--- config.mk ---
export PLATFORM = sky130hd
export DESIGN_NAME = ws2812b_frame_arbiter
export DESIGN_NICKNAME = d
export VERILOG_FILES = /design/src/rtl/ws2812b_frame_arbiter.sv
export SDC_FILE = /design/constraint.sdc
export NUM_CORES = 1
export LEC_CHECK = 0
export BUFFER_PORTS_ARGS = -buffer_cell sky130_fd_sc_hd__buf_2
export CORE_MARGIN = 2
export CORE_UTILIZATION = 44
export CTS_CLUSTER_DIAMETER = 200
export DETAILED_ROUTE_END_ITERATION = 12
export PLACE_DENSITY_LB_ADDON = 0.1
export SLEW_MARGIN = 20
export SYNTH_ARGS = -nofsm -noshare
export SYNTH_HDL_FRONTEND = slang
export SYNTH_SLANG_ARGS = --single-unit
--- constraint.sdc ---
create_clock -name clk -period 2.3 [get_ports clk]
set_clock_uncertainty 0.1 [all_clocks]
set_input_delay 0.23 -clock clk [delete_from_list [all_inputs] [get_ports clk]]
set_output_delay 0.23 -clock clk [all_outputs]
set_load 0.02 [all_outputs]
--- src/rtl/ws2812b_frame_arbiter.sv ---
// Frame-atomic round-robin arbiter sharing one WS2812B serializer between two pixel requesters.
// One cycle IDLE->grant latency, then combinational pass-through; led_ready is forwarded only to the owner.
module ws2812b_frame_arbiter #(
   parameter int TIMEOUT = 1024,
   parameter int CNT_W   = 10,
   parameter int PIX_W   = 8
) (
   input  logic             clk,
   input  logic             rst_n,
   input  logic [23:0]      r0_data,
   input  logic             r0_valid,
   input  logic             r0_latch,
   output logic             r0_ready,
   input  logic [23:0]      r1_data,
   input  logic             r1_valid,
   input  logic             r1_latch,
   output logic             r1_ready,
   output logic [23:0]      led_data,
   output logic             led_valid,
   output logic             led_latch,
   input  logic             led_ready,
   output logic [1:0]       grant,
   output logic             abort,
   output logic [PIX_W-1:0] frame_pixels
);

   typedef enum logic [1:0] {IDLE = 2'd0, G0 = 2'd1, G1 = 2'd2} state_t;

   localparam logic [CNT_W-1:0] TO_LAST = CNT_W'(TIMEOUT - 1);

   state_t           state, state_nxt;
   logic             last_served, last_nxt;
   logic             timeout_hit;
   logic             xfer;
   logic [CNT_W-1:0] idle_cnt;

   assign xfer = led_valid && led_ready;

   always_ff @(posedge clk) begin
      if (!rst_n) begin
         state        <= IDLE;
         last_served  <= 1'b1;
         idle_cnt     <= '0;
         frame_pixels <= '0;
         abort        <= 1'b0;
      end else begin
         state       <= state_nxt;
         last_served <= last_nxt;
         abort       <= timeout_hit;
         // Stalls (valid high, ready low) never advance the watchdog
         if (state == IDLE || xfer)
            idle_cnt <= '0;
         else if (!led_valid)
            idle_cnt <= idle_cnt + CNT_W'(1);
         if (state == IDLE && state_nxt != IDLE)
            frame_pixels <= '0;
         else if (xfer && frame_pixels != {PIX_W{1'b1}})
            frame_pixels <= frame_pixels + PIX_W'(1);
      end
   end

   always_comb begin
      state_nxt   = state;
      last_nxt    = last_served;
      timeout_hit = 1'b0;
      case (state)
         IDLE: begin
            if (r0_valid && (!r1_valid || last_served))
               state_nxt = G0;
            else if (r1_valid)
               state_nxt = G1;
         end
         G0, G1: begin
            if (xfer && led_latch) begin
               state_nxt = IDLE;
               last_nxt  = (state == G1);
            end else if (!led_valid && idle_cnt == TO_LAST) begin
               state_nxt   = IDLE;
               last_nxt    = (state == G1);
               timeout_hit = 1'b1;
            end
         end
         default: state_nxt = IDLE;
      endcase
   end

   always_comb begin
      led_data  = '0;
      led_valid = 1'b0;
      led_latch = 1'b0;
      r0_ready  = 1'b0;
      r1_ready  = 1'b0;
      grant     = 2'b00;
      case (state)
         G0: begin
            led_data  = r0_data;
            led_valid = r0_valid;
            led_latch = r0_latch;
            r0_ready  = led_ready;
            grant     = 2'b01;
         end
         G1: begin
            led_data  = r1_data;
            led_valid = r1_valid;
            led_latch = r1_latch;
            r1_ready  = led_ready;
            grant     = 2'b10;
         end
         default: ;
      endcase
   end

endmodule

# After elaboration in Yosys (flattened, before gate mapping)
# Index checks and enable logic that the tools add are counted.
# word_totals
latchBits	0
wordCells	45
memories	0
ff_bits	22
inputBits	55
ram_bits	0
romBits	0
out_inout_bits	39
# classes
n_eq_ne	4
n_lt_le_gt_ge	0
muxes	14
n_shift	0
div	0
n_reduce_logical	18
addsub	2
bitwise_logic	2
mul	0
# op_table
cell	count
case mux 24 bit (2 select lines)	1
adder 10 x 1 -> 10 bit (second input constant)	1
== test 10 bit (second input constant)	1
adder 8 x 1 -> 8 bit (second input constant)	1
two-way mux 2 bit	4
inequality test 8 bit (second input constant)	1
case mux 2 bit (2 select lines)	2
logical AND 1 bit	6
OR reduction 2 bit	3
two-way mux 1 bit	5
case mux 1 bit (2 select lines)	2
nonzero test 2 bit	2
OR reduction 3 bit	1
== test 2 x 1 -> 1 bit (second input constant)	1
== test 2 bit (second input constant)	1
logical NOT 1 bit	2
logical NOT 2 bit	1
logical OR 1 bit	2
NOT 1 bit	2
AND reduction 2 bit	1

# Longest topological paths before layout
# logic_depth
word_depth	10
depth_mapped	8
depth_no_buf	6

# Worst setup path after synthesis
# Ideal clock, no wire load.
# synth_path
kind	reg2reg
start	register state[1]
end	register last_served
setup_ns	0.106
t_required_ns	2.094
stages_incl_launch_ff	9
path_slack_ns	0.387
path_buffers	2
t_arrival_ns	1.707
synth_period_minus_slack_ns	1.913
cell_sequence	dfxtp_1 inv_1 ha_1 buf_6 a22o_4 buf_6 nor4_1 o21ai_0 o311ai_0
# synth_between
elab_chain_cells	6
word_cells_on_any_way	13
cone_classes	eq/ne (2); mux (4); reduce/logical (7)
# synth_rtl
item	line	source
start, declared	31	state_t state, state_nxt;
start signal, assigned	47	state <= state_nxt;
== test 2 bit or == test 2 x 1 -> 1 bit (tied branches)	--	
case mux 1 bit (2 select lines)	94	case (state)
logical AND 1 bit or logical NOT 1 bit (tied branches)	37, 77	
logical AND 1 bit (on tied branches)	74, 77	
nonzero test 2 bit (no source line)	--	
AND reduction 2 bit (no source line)	--	
end signal, assigned	48	last_served <= last_nxt;
end, declared	32	logic last_served, last_nxt;
# Several ways; a longest one is shown, not always the timed one. The select of a mux whose other input is x is not followed.
# A chain may end at the register's enable or synchronous reset.

# Worst setup path after layout
# layout_path
start	register state[1]
end	output port led_data[23]
# layout_between
elab_chain_cells	2
word_cells_on_any_way	3
cone_classes	eq/ne (2); mux (1)
# layout_rtl
item	line	source
== test 2 bit or == test 2 x 1 -> 1 bit (tied branches)	94	
case mux 24 bit (2 select lines) (*)	94	
end, declared	18	output logic [23:0] led_data,
# Every way passes the cells marked *; elsewhere a longest branch is shown, timed or not.

==> impl_metrics.tcl <==
set metrics [dict create \
    post_drt_wl_per_cell_um 13.26 \
    worst_hold_path_type "input pin to register" \
    first_pass_grt_wire_length_um 7265 \
    route.vias.total 1804 \
    finalSetupViolations 0 \
    worst_slew_margin_rel 0.7084 \
    postCtsSetupRepairBufs 0 \
    final_min_period_over_clock_period 0.9517 \
    antenna_violating_nets_post_route 0 \
    slew_viol_final 0 \
    synthCells 199 \
    tns_ns 0 \
    die_h_um 63.88 \
    clock-sinks 22 \
    power_density_normalized_to_cell_area_nw_per_um2 523.2 \
    power.ir.vdd_worst_uv 346.0 \
    fillCellCount 311 \
    p_leak_uw 0.0009458 \
    layout_setup_ws_ns 0.1110 \
    tritoncts_clock_tree "yes" \
    detail_route.wirelength_um 4483 \
    routability_congestion_estimate 0.8027 \
    final.hold.worst_slack_ns 0.06721 \
    dp_hpwl_um 3440 \
    grt_pass1_vias 1617 \
    drc_violations_left 0 \
    post_cts.resized_instances 0 \
    clk_latency_ns 0.31 \
    synth.largest_area_cell "sky130_fd_sc_hd__dfxtp_1" \
    outcome "finished, final reports clean" \
    totalPowerFinal_uw 1120 \
    drtPass1Iterations 4 \
    die_w_um 63.88 \
    initial_antenna_violation_count 0 \
    finalHoldViolations 0 \
    tritoncts.num_buffers 3 \
    groute.usage.overall 0.2166 \
    initial_utilization 0.4655 \
    final.min_clock_period_ns 2.189 \
    yosys_reg_bits 22 \
    grt_setup_unrepaired "false" \
    distinct_cell_type_count_after_synthesis 40 \
    ctsLongestPathBuffers 2 \
    synthDominantCellAreaShare 0.2791 \
    layout_common_cells "93 x sky130_fd_sc_hd__buf_2, 37 x sky130_fd_sc_hd__nor2_1, 26 x sky130_fd_sc_hd__a22oi_1" \
    preCtsSetupSlack_ns 0.2267 \
    coreArea_sq_um 3390 \
    place.port_buffers 93 \
    yosysSeqAreaShare 0.2791 \
    worstPathRequired_ns 1.97 \
    critPathKind "register to primary output" \
    cts-hold-fix-buffers 0 \
    fmax_mhz 456.8 \
    max-cap-violations 0 \
    clk_root_buffer_cell "sky130_fd_sc_hd__clkbuf_4" \
    critPathMaxFanout 27 \
    synth.net_count 262 \
    avgSynthCellArea_sq_um 7.928 \
    finish.cell_count_without_fillers 338 \
    count_of_nets_after_finishing 356 \
    dp_cells 334 \
    htree_num_levels 1 \
    placement_rows 21 \
    drtIter0Drc 104 \
    synth.area.top_cells "sky130_fd_sc_hd__dfxtp_1 28%, sky130_fd_sc_hd__a22oi_1 12%, sky130_fd_sc_hd__nor2_1 8.8%" \
    floorplan.die_area_sq_um 4081 \
    timing.critical_path.to_type "primary output" \
    cp.arrival_ns 1.86 \
    start_kind "register" \
    clkTransAtPathRegs_ns 0.13 \
    drt-vias-per-instance 5.337 \
    layout-drive-gt1-share 0.3801 \
    netlist_area_sq_um 1578 \
    gr-total-overflow 0 \
    mostFrequentLayoutCell "sky130_fd_sc_hd__buf_2" \
    diodes 0 \
    area_growth_pct 35.69 \
    synth.yosys.warnings 0 \
    worst_slew_pin_slew_ns 0.4335 \
    maximum_number_of_pins_on_one_net_before_global_route_repair 29 \
    ios 94 \
]
final cells by class:
| type | instances | area, sq um | share of cell area |
|---|---|---|---|
| Clock buffer | 3 | 22.52 | 0.01052 |
| Clock inverter | 1 | 30.03 | 0.01403 |
| Inverter | 9 | 33.78 | 0.01578 |
| Multi-Input combinational cell | 157 | 1037 | 0.4845 |
| Sequential cell | 22 | 441.7 | 0.2063 |
| Tap cell | 46 | 57.56 | 0.02688 |
| Timing Repair Buffer | 100 | 518.0 | 0.2420 |
routing by layer:
layer / vias up / part of all wire / track usage
met1: 812 / 0.44 / 0.2703
li1: 924 / - / -
met3: 6 / 0.063 / 0.05458
met4: 0 / 0.011 / 0.04076
met5: - / 0 / 0
met2: 62 / 0.49 / 0.3763
path summary, 6_finish.rpt:
| path | from | to | slack [ns] | cells past startpoint |
|---|---|---|---|---|
| worst max register to register | state[0] | frame_pixels[3] | 0.23 | 6 |
| worst min-delay path | rst_n | last_served | 0.07 | 2 |
| worst max-delay path | state[1] | led_data[23] | 0.11 | 6 |
| worst min register to register | frame_pixels[5] | frame_pixels[5] | 0.41 | 2 |
flip-flops by register name (all words and copies together), names as in the netlist:
name / count
abort: 1
frame_pixels: 8
idle_cnt: 10
last_served: 1
state: 2
logic make-up (layout without fill, tap and decap cells):
family	Yosys count	after routing	share of synthesized area
AOI/OAI and AO/OA	59	59	0.2942
xor gates and xnor gates	9	9	0.04996
adders and majority gates	8	8	0.06344
buffers and inverters	20	113	0.06344
DFF	22	22	0.2791
and+or+nand+nor	81	81	0.2498
power by group:
group          total [uW]  internal [uW]  switching, uW  leakage, uW
sequential            400            390           10.1     0.000178
combinational         422            159            264     0.000740
clock                 297            176            121    0.0000279
stage by stage:
stage | util | cell area, sq um
2_1_floorplan | - | 1578
3_3_place_gp | 0.6157 | 2087
3_5_place_dp | 0.6157 | 2087
4_1_cts | 0.6312 | 2140
5_1_grt | 0.6316 | 2141
6_report | 0.6316 | 2141
synthesized netlist by cell type:
cell type                   count
sky130_fd_sc_hd__clkinv_1       1
sky130_fd_sc_hd__o21ai_0        5
sky130_fd_sc_hd__o21ai_1        1
sky130_fd_sc_hd__a211oi_1       6
sky130_fd_sc_hd__o221a_2        1
sky130_fd_sc_hd__nand3_1        8
sky130_fd_sc_hd__and2_1         3
sky130_fd_sc_hd__nand2_1       11
sky130_fd_sc_hd__and4_4         1
sky130_fd_sc_hd__or3_1          2
sky130_fd_sc_hd__buf_2          2
sky130_fd_sc_hd__inv_1          8
sky130_fd_sc_hd__o41ai_1        1
sky130_fd_sc_hd__nand3b_1       4
sky130_fd_sc_hd__or4_1          2
sky130_fd_sc_hd__nor2_1        37
sky130_fd_sc_hd__nor3_1         3
sky130_fd_sc_hd__and4_1         2
sky130_fd_sc_hd__nand2b_1       1
sky130_fd_sc_hd__a2bb2oi_1      1
sky130_fd_sc_hd__o2111ai_1      1
sky130_fd_sc_hd__nor4_1         4
sky130_fd_sc_hd__a31oi_1        1
sky130_fd_sc_hd__a22o_4         1
sky130_fd_sc_hd__buf_6          3
sky130_fd_sc_hd__xor2_1         2
sky130_fd_sc_hd__xnor2_1        7
sky130_fd_sc_hd__a22oi_1       26
sky130_fd_sc_hd__buf_1          3
sky130_fd_sc_hd__nand3_2        1
sky130_fd_sc_hd__clkbuf_1       3
sky130_fd_sc_hd__dfxtp_1       22
sky130_fd_sc_hd__o311ai_0       1
sky130_fd_sc_hd__ha_1           8
sky130_fd_sc_hd__o2bb2ai_1      1
sky130_fd_sc_hd__a21o_1         1
sky130_fd_sc_hd__nand4_1        2
sky130_fd_sc_hd__a21oi_1        9
sky130_fd_sc_hd__o31ai_1        1
sky130_fd_sc_hd__a2111oi_4      2
critical path: stages (launching register included):
cell,delay (ns)
sky130_fd_sc_hd__dfxtp_2,0.40
sky130_fd_sc_hd__inv_1,0.11
sky130_fd_sc_hd__ha_1,0.39
sky130_fd_sc_hd__clkinv_1,0.08
sky130_fd_sc_hd__buf_4,0.22
sky130_fd_sc_hd__nor2_1,0.16
sky130_fd_sc_hd__buf_2,0.18
No activity file was read; power rests on OpenSTA's default activity.
